[src/rtl/uart_axi_lite.sv]
// UART with an AXI4-Lite register interface: 16-deep TX and RX byte FIFOs,
// 8N1 framing, a sticky overrun and frame-error status, and FIFO flush control.
module uart_axi_lite #(
  parameter int CLK_PER_BIT = 868
) (
  input  logic        clk,
  input  logic        rst,
  input  logic [3:0]  axi_araddr,
  input  logic        axi_arvalid,
  output logic        axi_arready,
  input  logic [2:0]  axi_arprot,
  output logic [31:0] axi_rdata,
  output logic [1:0]  axi_rresp,
  output logic        axi_rvalid,
  input  logic        axi_rready,
  input  logic [3:0]  axi_awaddr,
  input  logic        axi_awvalid,
  output logic        axi_awready,
  input  logic [2:0]  axi_awprot,
  input  logic [31:0] axi_wdata,
  input  logic [3:0]  axi_wstrb,
  input  logic        axi_wvalid,
  output logic        axi_wready,
  output logic [1:0]  axi_bresp,
  output logic        axi_bvalid,
  input  logic        axi_bready,
  input  logic        rxd,
  output logic        txd
);

  localparam int BW = $clog2(CLK_PER_BIT);
  localparam logic [BW-1:0] BAUD_LAST = BW'(CLK_PER_BIT - 1);
  localparam logic [BW-1:0] BAUD_HALF = BW'(CLK_PER_BIT / 2 - 1);

  localparam logic [1:0] REG_RX   = 2'd0;
  localparam logic [1:0] REG_TX   = 2'd1;
  localparam logic [1:0] REG_STAT = 2'd2;
  localparam logic [1:0] REG_CTRL = 2'd3;

  typedef enum logic [1:0] {TX_IDLE, TX_START, TX_DATA, TX_STOP} tx_state_t;
  typedef enum logic [1:0] {RX_IDLE, RX_START, RX_DATA, RX_STOP} rx_state_t;

  // Protection, strobes, upper data bits and byte-offset address bits carry no meaning here.
  logic unused_inputs;
  assign unused_inputs = ^{axi_arprot, axi_awprot, axi_wstrb, axi_wdata[31:8],
                           axi_araddr[1:0], axi_awaddr[1:0]};

  tx_state_t        tx_state;
  logic [BW-1:0]    tx_baud;
  logic [2:0]       tx_bit;
  logic [7:0]       tx_shift;
  rx_state_t        rx_state;
  logic [BW-1:0]    rx_baud;
  logic [2:0]       rx_bit;
  logic [7:0]       rx_shift;
  logic             rx_s1;
  logic             rx_s2;

  logic [7:0]       tx_mem [16];
  logic [3:0]       tx_wr;
  logic [3:0]       tx_rd;
  logic [4:0]       tx_count;
  logic [7:0]       rx_mem [16];
  logic [3:0]       rx_wr;
  logic [3:0]       rx_rd;
  logic [4:0]       rx_count;

  logic             overrun;
  logic             frame_err;
  logic             rd_stat;

  logic [1:0]       rd_sel;
  logic [1:0]       wr_sel;
  logic             ar_hs;
  logic             aw_hs;
  logic             tx_full;
  logic             tx_empty;
  logic             rx_full;
  logic             rx_empty;
  logic             tx_pop;
  logic             tx_push;
  logic             tx_clear;
  logic             rx_pop;
  logic             rx_push;
  logic             rx_clear;
  logic             rx_frame_done;
  logic             overrun_set;
  logic             frame_set;
  logic             stat_clear;
  logic [31:0]      stat_word;

  // Ready is granted combinationally so one transfer completes every two cycles; held low in reset.
  assign axi_arready = axi_arvalid && !axi_rvalid && !rst;
  assign axi_awready = axi_awvalid && axi_wvalid && !axi_bvalid && !rst;
  assign axi_wready  = axi_awready;
  assign axi_rresp   = 2'b00;
  assign axi_bresp   = 2'b00;

  assign rd_sel = axi_araddr[3:2];
  assign wr_sel = axi_awaddr[3:2];
  assign ar_hs  = axi_arvalid && axi_arready;
  assign aw_hs  = axi_awready;

  assign tx_full  = tx_count[4];
  assign tx_empty = (tx_count == 5'd0);
  assign rx_full  = rx_count[4];
  assign rx_empty = (rx_count == 5'd0);

  assign tx_pop   = (tx_state == TX_IDLE) && !tx_empty;
  assign tx_push  = aw_hs && (wr_sel == REG_TX) && (!tx_full || tx_pop);
  assign tx_clear = aw_hs && (wr_sel == REG_CTRL) && axi_wdata[0];

  assign rx_frame_done = (rx_state == RX_STOP) && (rx_baud == BAUD_LAST);
  assign rx_pop        = ar_hs && (rd_sel == REG_RX) && !rx_empty;
  assign rx_push       = rx_frame_done && rx_s2 && (!rx_full || rx_pop);
  assign rx_clear      = aw_hs && (wr_sel == REG_CTRL) && axi_wdata[1];
  assign overrun_set   = rx_frame_done && rx_s2 && rx_full && !rx_pop;
  assign frame_set     = rx_frame_done && !rx_s2;
  assign stat_clear    = axi_rvalid && axi_rready && rd_stat;

  assign stat_word = {25'd0, frame_err, overrun, 1'b0, tx_full, tx_empty, rx_full, !rx_empty};

  // TX FIFO storage; entries need no reset because the count gates every read.
  always_ff @(posedge clk) begin
    if (tx_push) tx_mem[tx_wr] <= axi_wdata[7:0];
  end

  // TX FIFO pointers and count; a flush wins over any push or pop in the same cycle.
  always_ff @(posedge clk or posedge rst) begin
    if (rst) begin
      tx_wr    <= 4'd0;
      tx_rd    <= 4'd0;
      tx_count <= 5'd0;
    end else if (tx_clear) begin
      tx_wr    <= 4'd0;
      tx_rd    <= 4'd0;
      tx_count <= 5'd0;
    end else begin
      if (tx_push) tx_wr <= tx_wr + 4'd1;
      if (tx_pop)  tx_rd <= tx_rd + 4'd1;
      tx_count <= tx_count + 5'(tx_push) - 5'(tx_pop);
    end
  end

  // RX FIFO storage, written with the assembled byte at the end of a good frame.
  always_ff @(posedge clk) begin
    if (rx_push) rx_mem[rx_wr] <= rx_shift;
  end

  // RX FIFO pointers and count; a flush wins over any push or pop in the same cycle.
  always_ff @(posedge clk or posedge rst) begin
    if (rst) begin
      rx_wr    <= 4'd0;
      rx_rd    <= 4'd0;
      rx_count <= 5'd0;
    end else if (rx_clear) begin
      rx_wr    <= 4'd0;
      rx_rd    <= 4'd0;
      rx_count <= 5'd0;
    end else begin
      if (rx_push) rx_wr <= rx_wr + 4'd1;
      if (rx_pop)  rx_rd <= rx_rd + 4'd1;
      rx_count <= rx_count + 5'(rx_push) - 5'(rx_pop);
    end
  end

  // Sticky error flags: a new event outranks a STAT-read clear landing in the same cycle.
  always_ff @(posedge clk or posedge rst) begin
    if (rst) begin
      overrun   <= 1'b0;
      frame_err <= 1'b0;
    end else begin
      if (overrun_set)     overrun <= 1'b1;
      else if (stat_clear) overrun <= 1'b0;
      if (frame_set)       frame_err <= 1'b1;
      else if (stat_clear) frame_err <= 1'b0;
    end
  end

  // Read channel: capture the addressed register at address acceptance and hold it until taken.
  always_ff @(posedge clk or posedge rst) begin
    if (rst) begin
      axi_rvalid <= 1'b0;
      axi_rdata  <= 32'd0;
      rd_stat    <= 1'b0;
    end else if (ar_hs) begin
      axi_rvalid <= 1'b1;
      rd_stat    <= (rd_sel == REG_STAT);
      case (rd_sel)
        REG_RX:   axi_rdata <= rx_empty ? 32'd0 : {24'd0, rx_mem[rx_rd]};
        REG_STAT: axi_rdata <= stat_word;
        default:  axi_rdata <= 32'd0;
      endcase
    end else if (axi_rvalid && axi_rready) begin
      axi_rvalid <= 1'b0;
      rd_stat    <= 1'b0;
    end
  end

  // Write response: raised the cycle after the write is accepted, held until the master takes it.
  always_ff @(posedge clk or posedge rst) begin
    if (rst)                          axi_bvalid <= 1'b0;
    else if (aw_hs)                   axi_bvalid <= 1'b1;
    else if (axi_bvalid && axi_bready) axi_bvalid <= 1'b0;
  end

  // Transmitter: pops a byte when idle and shifts it out 8N1, LSB first, with txd registered.
  always_ff @(posedge clk or posedge rst) begin
    if (rst) begin
      tx_state <= TX_IDLE;
      txd      <= 1'b1;
      tx_baud  <= '0;
      tx_bit   <= 3'd0;
      tx_shift <= 8'd0;
    end else begin
      case (tx_state)
        TX_IDLE: begin
          txd     <= 1'b1;
          tx_baud <= '0;
          tx_bit  <= 3'd0;
          if (tx_pop) begin
            tx_shift <= tx_mem[tx_rd];
            txd      <= 1'b0;
            tx_state <= TX_START;
          end
        end
        TX_START: begin
          if (tx_baud == BAUD_LAST) begin
            tx_baud  <= '0;
            txd      <= tx_shift[0];
            tx_state <= TX_DATA;
          end else begin
            tx_baud <= tx_baud + BW'(1);
          end
        end
        TX_DATA: begin
          if (tx_baud == BAUD_LAST) begin
            tx_baud <= '0;
            if (tx_bit == 3'd7) begin
              txd      <= 1'b1;
              tx_state <= TX_STOP;
            end else begin
              tx_bit   <= tx_bit + 3'd1;
              tx_shift <= {1'b0, tx_shift[7:1]};
              txd      <= tx_shift[1];
            end
          end else begin
            tx_baud <= tx_baud + BW'(1);
          end
        end
        TX_STOP: begin
          if (tx_baud == BAUD_LAST) begin
            tx_baud  <= '0;
            tx_state <= TX_IDLE;
          end else begin
            tx_baud <= tx_baud + BW'(1);
          end
        end
        default: tx_state <= TX_IDLE;
      endcase
    end
  end

  // Two-flop synchronizer for the asynchronous serial input; idles high.
  always_ff @(posedge clk or posedge rst) begin
    if (rst) begin
      rx_s1 <= 1'b1;
      rx_s2 <= 1'b1;
    end else begin
      rx_s1 <= rxd;
      rx_s2 <= rx_s1;
    end
  end

  // Receiver: confirms the start bit at mid-bit, then samples data and stop one bit apart.
  always_ff @(posedge clk or posedge rst) begin
    if (rst) begin
      rx_state <= RX_IDLE;
      rx_baud  <= '0;
      rx_bit   <= 3'd0;
      rx_shift <= 8'd0;
    end else begin
      case (rx_state)
        RX_IDLE: begin
          rx_baud <= '0;
          rx_bit  <= 3'd0;
          if (!rx_s2) rx_state <= RX_START;
        end
        RX_START: begin
          if (rx_baud == BAUD_HALF) begin
            rx_baud  <= '0;
            rx_state <= rx_s2 ? RX_IDLE : RX_DATA;
          end else begin
            rx_baud <= rx_baud + BW'(1);
          end
        end
        RX_DATA: begin
          if (rx_baud == BAUD_LAST) begin
            rx_baud  <= '0;
            rx_shift <= {rx_s2, rx_shift[7:1]};
            if (rx_bit == 3'd7) rx_state <= RX_STOP;
            else                rx_bit   <= rx_bit + 3'd1;
          end else begin
            rx_baud <= rx_baud + BW'(1);
          end
        end
        RX_STOP: begin
          if (rx_baud == BAUD_LAST) begin
            rx_baud  <= '0;
            rx_state <= RX_IDLE;
          end else begin
            rx_baud <= rx_baud + BW'(1);
          end
        end
        default: rx_state <= RX_IDLE;
      endcase
    end
  end

endmodule

[config.mk]
export PLATFORM = sky130hd
export DESIGN_NAME = uart_axi_lite
export DESIGN_NICKNAME = d
export VERILOG_FILES = /design/src/rtl/uart_axi_lite.sv
export SDC_FILE = /design/constraint.sdc
export NUM_CORES = 1
export LEC_CHECK = 0
export CAP_MARGIN = 20
export CORE_UTILIZATION = 40
export CTS_CLUSTER_DIAMETER = 30
export DETAILED_ROUTE_END_ITERATION = 12
export GPL_TIMING_DRIVEN = 0
export REMOVE_ABC_BUFFERS = 1
export SLEW_MARGIN = 15
export SYNTH_ARGS = -nofsm -noshare
export SYNTH_HDL_FRONTEND = slang
export SYNTH_SLANG_ARGS = --single-unit
[constraint.sdc]
create_clock -name clk -period 3.3 [get_ports clk]
set_input_delay 0.66 -clock clk [delete_from_list [all_inputs] [get_ports clk]]
set_output_delay 0.66 -clock clk [all_outputs]
set_load 0.05 [all_outputs]
# [Word level (Yosys, flattened, before mapping)]
# Memories as Yosys holds them, arrays and structs flattened.
# Cells that the tools add are included.
[op_classes] bitwise=0 magnitude_cmp=0 n_eq_ne=26 addsub=12 n_shift=0 n_mul=0 div_mod_pow=0 n_mux=57 n_reduce_logical=59
[ops] operator="two-way mux 4 bit" n=8
[ops] operator="two-way mux 8 bit" n=4
[ops] operator="one-hot mux 8 bit (2 select lines)" n=2
[ops] operator="two-way mux 10 bit" n=3
[ops] operator="one-hot mux 10 bit (3 select lines)" n=1
[ops] operator="logical AND 1 bit" n=23
[ops] operator="two-way mux 2 bit" n=11
[ops] operator="inequality test 2 bit (second input constant)" n=11
[ops] operator="adder 10 x 1 -> 10 bit (second input constant)" n=2
[ops] operator="equality test 10 bit (second input constant)" n=2
[ops] operator="one-hot mux 10 bit (2 select lines)" n=1
[ops] operator="nonzero test 2 bit" n=10
[ops] operator="adder 4 x 1 -> 4 bit (second input constant)" n=4
[ops] operator="two-way mux 1 bit" n=16
[ops] operator="one-hot mux 2 bit (4 select lines)" n=2
[ops] operator="equality test 2 bit (second input constant)" n=6
[ops] operator="two-way mux 3 bit" n=4
[ops] operator="one-hot mux 3 bit (2 select lines)" n=2
[ops] operator="adder 5 x 1 -> 5 bit" n=2
[ops] operator="equality test 10 x 9 -> 1 bit (second input constant)" n=1
[ops] operator="zero test 5 bit" n=2
[ops] operator="two-way mux 5 bit" n=2
[ops] operator="AND reduction 5 bit" n=2
[ops] operator="subtractor 5 x 1 -> 5 bit" n=2
[ops] operator="14 further kinds" n=31
[word_totals] romBits=0 n_memories=2 out_inout_bits=42 latch_bits=0 ff_bits=112 ram_bits=256
[memory_table] memory="rx_mem" depth=16 word_bits=8 rd=1 rd_clocked_by_memory_dff=0 wr=1 line_no="63" text="logic [7:0] rx_mem [16];"
[memory_table] memory="tx_mem" depth=16 word_bits=8 rd=1 rd_clocked_by_memory_dff=0 wr=1 line_no="59" text="logic [7:0] tx_mem [16];"

# [Depth between registers and ports, before layout]
[depth] depth_word=11 depth_mapped=16 mapped_depth_nobuf=14

# [Worst setup path after synthesis]
# OpenSTA, ideal clock, no wires.
[synth_path] path_type="in2reg" from="input rst" to="register tx_count[4]" path_stages=13 arrival_time_ns=3.384 slack_ns=-0.163 n_path_buf=2 setup_time_ns=0.078 cell_sequence="and4bb_2 and4b_1 clkbuf_1 inv_1 clkbuf_1 ha_1 inv_1 ha_1 fa_1 a21oi_1 nor2_1 or3_1 a21oi_1"
[synth_via] elab_chain_cells=7 elab_cells_between_ends=9 cone_classes="add/sub (2); mux (1); reduce/logical (6)"
[synth_rtl] element="start, declared" line_no="7" text="input logic rst,"
[synth_rtl] element="zero test 1 bit (no source line) (*)"
[synth_rtl] element="logical AND 1 bit (*)" line_no="94" text="assign axi_awready = axi_awvalid && axi_wvalid && !axi_bvalid && !rst;"
[synth_rtl] element="logical AND 1 bit (2 in series)" line_no="110" text="assign tx_push = aw_hs && (wr_sel == REG_TX) && (!tx_full || tx_pop);"
[synth_rtl] element="adder 5 x 1 -> 5 bit" line_no="141" text="tx_count <= tx_count + 5'(tx_push) - 5'(tx_pop);"
[synth_rtl] element="subtractor 5 x 1 -> 5 bit" line_no="141"
[synth_rtl] element="two-way mux 5 bit (*)" line_no="134" text="end else if (tx_clear) begin"
[synth_rtl] element="end signal, assigned" line_no="141"
[synth_rtl] element="end, declared" line_no="62" text="logic [4:0] tx_count;"
# Every way passes the cells marked *; elsewhere a longest branch is shown, timed or not.
# A chain may end at the register's enable or synchronous reset.

# [Final worst setup path]
[layout_path] from="input axi_arvalid" to="output axi_arready"
[layout_via] elab_chain_cells=2
[layout_rtl] element="start, declared" line_no="9" text="input logic axi_arvalid,"
[layout_rtl] element="logical AND 1 bit (2 in series)" line_no="93" text="assign axi_arready = axi_arvalid && !axi_rvalid && !rst;"
[layout_rtl] element="end, declared" line_no="10" text="output logic axi_arready,"
# No other way between the ends.

==> results.toml <==
[run_status]
status = "finished clean"

[clocking]
clock_sinks = 344
hold_buffers = 0
clk_path_buf_depth = 3
cts.clk_slew.worst_paths_ps = 40
insertion_delay_ps = 580
cts_buffers = 77
cts_htree_levels = 3
clockRootBuffer = "clkbuf_16"
cts_tree = "yes"

[global_route]
grt_usage_pct = 17.35
grt_max_degree = 52
grt_pass1_wl_um = 49130
gr-total-overflow = 0
first_global_vias = 8465
antenna_found_initial = 0

[cells_and_area]
ff_latch_area_mm2 = 0.009901
fin_nets = 1109
final_cell_mix = "edfxtp_1 (256), dfrtp_1 (81), clkbuf_16 (77), mux4_2 (69), nor2_1 (47)"
drive_above_1_share_pct = 26.16
syn_to_final_growth_pct = 25.47
multi_input_area_mm2 = 0.004703
utilization_pct = 50.94
nFillCells = 2940
diodes = 0
final_common_cell = "edfxtp_1"

[floorplanning]
die_area_mm2 = 0.03784
die_h_um = 194.5
core_mm2 = 0.03652
start_util_pct = 40.60
ios = 100
die_w_um = 194.5
rows = 70

[placement]
io_buffers = 33
hpwl_um = 19890
place_congestion = 0.7814

[detailed_routing]
wl_per_cell_um = 20.54
drc = 0
viasPerCell = 5.296
drtAntennaViolNets = 0
vias = 8187
drt_iter0_markers = 534
routed_wl_um = 31750
dr.pass1.iters = 5

[timing]
drv_slew = 0
setup_viol = 0
timing.final.crit_share_pct = 96.67
worst_pin_slew_ps = 969.9
clock_skew_ps = 23.21
hold_slack_ps = 352.3
finalHoldViolCount = 0
fmax_ghz = 0.3135
period_needed_ps = 3190
slew_headroom_pct = 35.34
finalSetupTns_ps = 0

[yosys]
synth.cell_area_mm2 = 0.01483
ys.flop_type = "edfxtp_1"
ys_ff_latch = 344
seq_area_frac_synth_pct = 66.72
async_flop_share_pct = 25.58
syn_inst = 915
synth_enable_flop_cells = 256
yosys_warnings = 0
avgSynthCellArea_um2 = 16.21
synth.distinct_cells = 64

[setup_path]
arrival_ps = 2530
startpoint_type = "input port"
required_ps = 2640
path_max_fanout = 8
endpoint_kind = "primary output"
r2r_slack_ps = 180
crit_type = "input port to primary output"

[power_and_ir_drop]
comb_power_share_pct = 17.1
clkPwrFrac_pct = 48.4
switching_share_pct = 27.71
internal-power_w = 0.01133
p_per_area_mw_per_mm2 = 842.5
p_switching_w = 0.004343
p_total_w = 0.01567
p_leak_nw = 7.114
irDropWorstVdd_v = 0.0004595
p_seq_share_pct = 34.5

[job]
drv_cap = 0

[worst_hold_path]
worstHoldPathType = "flip-flop to flip-flop"
kinds of logic after synthesis:
family,count (synthesis),share of synthesized area (%)
DFF,344,66.72
buffers and inverters,112,3.747
adders and majority gates,36,3.139
AOI/OAI and AO/OA,92,4.219
xor gates and xnor gates,27,1.595
and+or+nand+nor,209,8.185
other,1,0.02529
muxes,94,12.37
what timing repair did:
action	CTS	global route
resized for setup	10	9
endpoints found under the setup margin	135	2
buffers inserted	3	5
pin swaps	3	0
through the flow:
step | std cells | cell area (um^2) | setup WS, ps
floorplan | 873 | 14540 | -254.8
global placement | 1374 | 15450 | -2501
detailed placement | 1395 | 15830 | -2105
CTS | 1540 | 18490 | 10.60
global route | 1546 | 18600 | -35.87
finish | 1546 | 18600 | 109.9
area by class of cell:
| type | count | area share, % |
|---|---|---|
| flip-flops and latches | 344 | 53.22 |
| multi-input cells | 486 | 25.28 |
| clock buffers | 84 | 10.55 |
| repair buffers | 63 | 3.450 |
| clock inverters | 58 | 3.423 |
| well taps | 468 | 3.147 |
| inverters | 43 | 0.9281 |
layer usage:
| layer | part of all wire (%) | up-vias | track usage (%) | wire length [um] |
|---|---|---|---|---|
| li1 | - | 3730 | - | - |
| met1 | 44 | 4156 | 22.79 | 13940 |
| met2 | 48 | 236 | 27.73 | 15310 |
| met3 | 5.4 | 65 | 4.112 | 1714 |
| met4 | 2.5 | 0 | 7.143 | 791 |
| met5 | 0 | - | 0 | 0 |
cells in the mapped netlist (2+ instances only):
library cell,number,area [um^2]
nor3_1,6,30.03
and2_1,12,75.07
buf_2,9,45.04
xor2_1,14,122.6
and3_1,9,56.30
nand4_1,10,62.56
mux4_2,69,1554
nor4_1,14,87.58
nand2b_1,4,25.02
nor2b_1,13,81.33
mux2i_1,13,130.1
buf_4,33,247.7
nor4_2,10,125.1
nand4b_1,2,17.52
a22o_1,3,26.28
and4_1,4,35.03
a31oi_1,10,62.56
o21bai_1,2,15.01
edfxtp_1,256,7687
a22oi_1,15,112.6
a21o_1,9,67.56
mux2_2,11,123.9
or3_1,4,25.02
nor3b_1,4,30.03
nand2_1,31,116.4
dfstp_2,3,78.83
inv_1,40,150.1
nor4b_1,2,17.52
buf_1,8,30.03
a221o_1,4,40.04
a21oi_1,22,110.1
nor2_1,47,176.4
nand3_1,23,115.1
clkinv_1,2,7.510
o31ai_1,4,30.03
ha_1,34,425.4
clkbuf_1,19,71.32
fa_1,2,40.04
xnor2_1,13,113.9
o21ai_0,13,65.06
dfrtp_1,85,2127
or3b_1,2,17.52
and4b_1,4,40.04
path summary, 6_finish.rpt:
check	start	to	depth (start not counted)
min in group asynchronous	rst	tx_shift[3]$_DFFE_PP0P_	2
worst min register to register	rx_s1$_DFF_PP1_	rx_s2$_DFF_PP1_	0
max in group asynchronous	rst	rx_s1$_DFF_PP1_	3
worst min-delay path	rx_s1$_DFF_PP1_	rx_s2$_DFF_PP1_	0
worst max-delay path	axi_arvalid	axi_arready	4
worst max register to register	axi_rvalid$_DFFE_PP0P_	rx_count[4]$_DFF_PP0_	13
worst max-delay path, stage by stage:
cell	delay, ps
clkdlybuf4s50_1	440
or3b_4	440
inv_2	150
clkdlybuf4s50_1	830
power groups by stage:
stage               Combinational [W]  Sequential, W  Clock [W]
finish                        0.00268        0.00541    0.00758
global route                  0.00297        0.00548    0.00791
floorplan                     0.00184        0.00548          0
global placement              0.00238        0.00564          0
CTS                           0.00263        0.00545    0.00769
detailed placement            0.00259        0.00551          0
state kept, by name, summed over array words and instances (netlist names), 5 cells and up, named ones only:
register   count
rx_mem       128
tx_mem       128
rx_baud       10
tx_baud       10
axi_rdata      8
rx_shift       8
tx_shift       8
rx_count       5
tx_count       5
(Power assumes the default switching activity.)
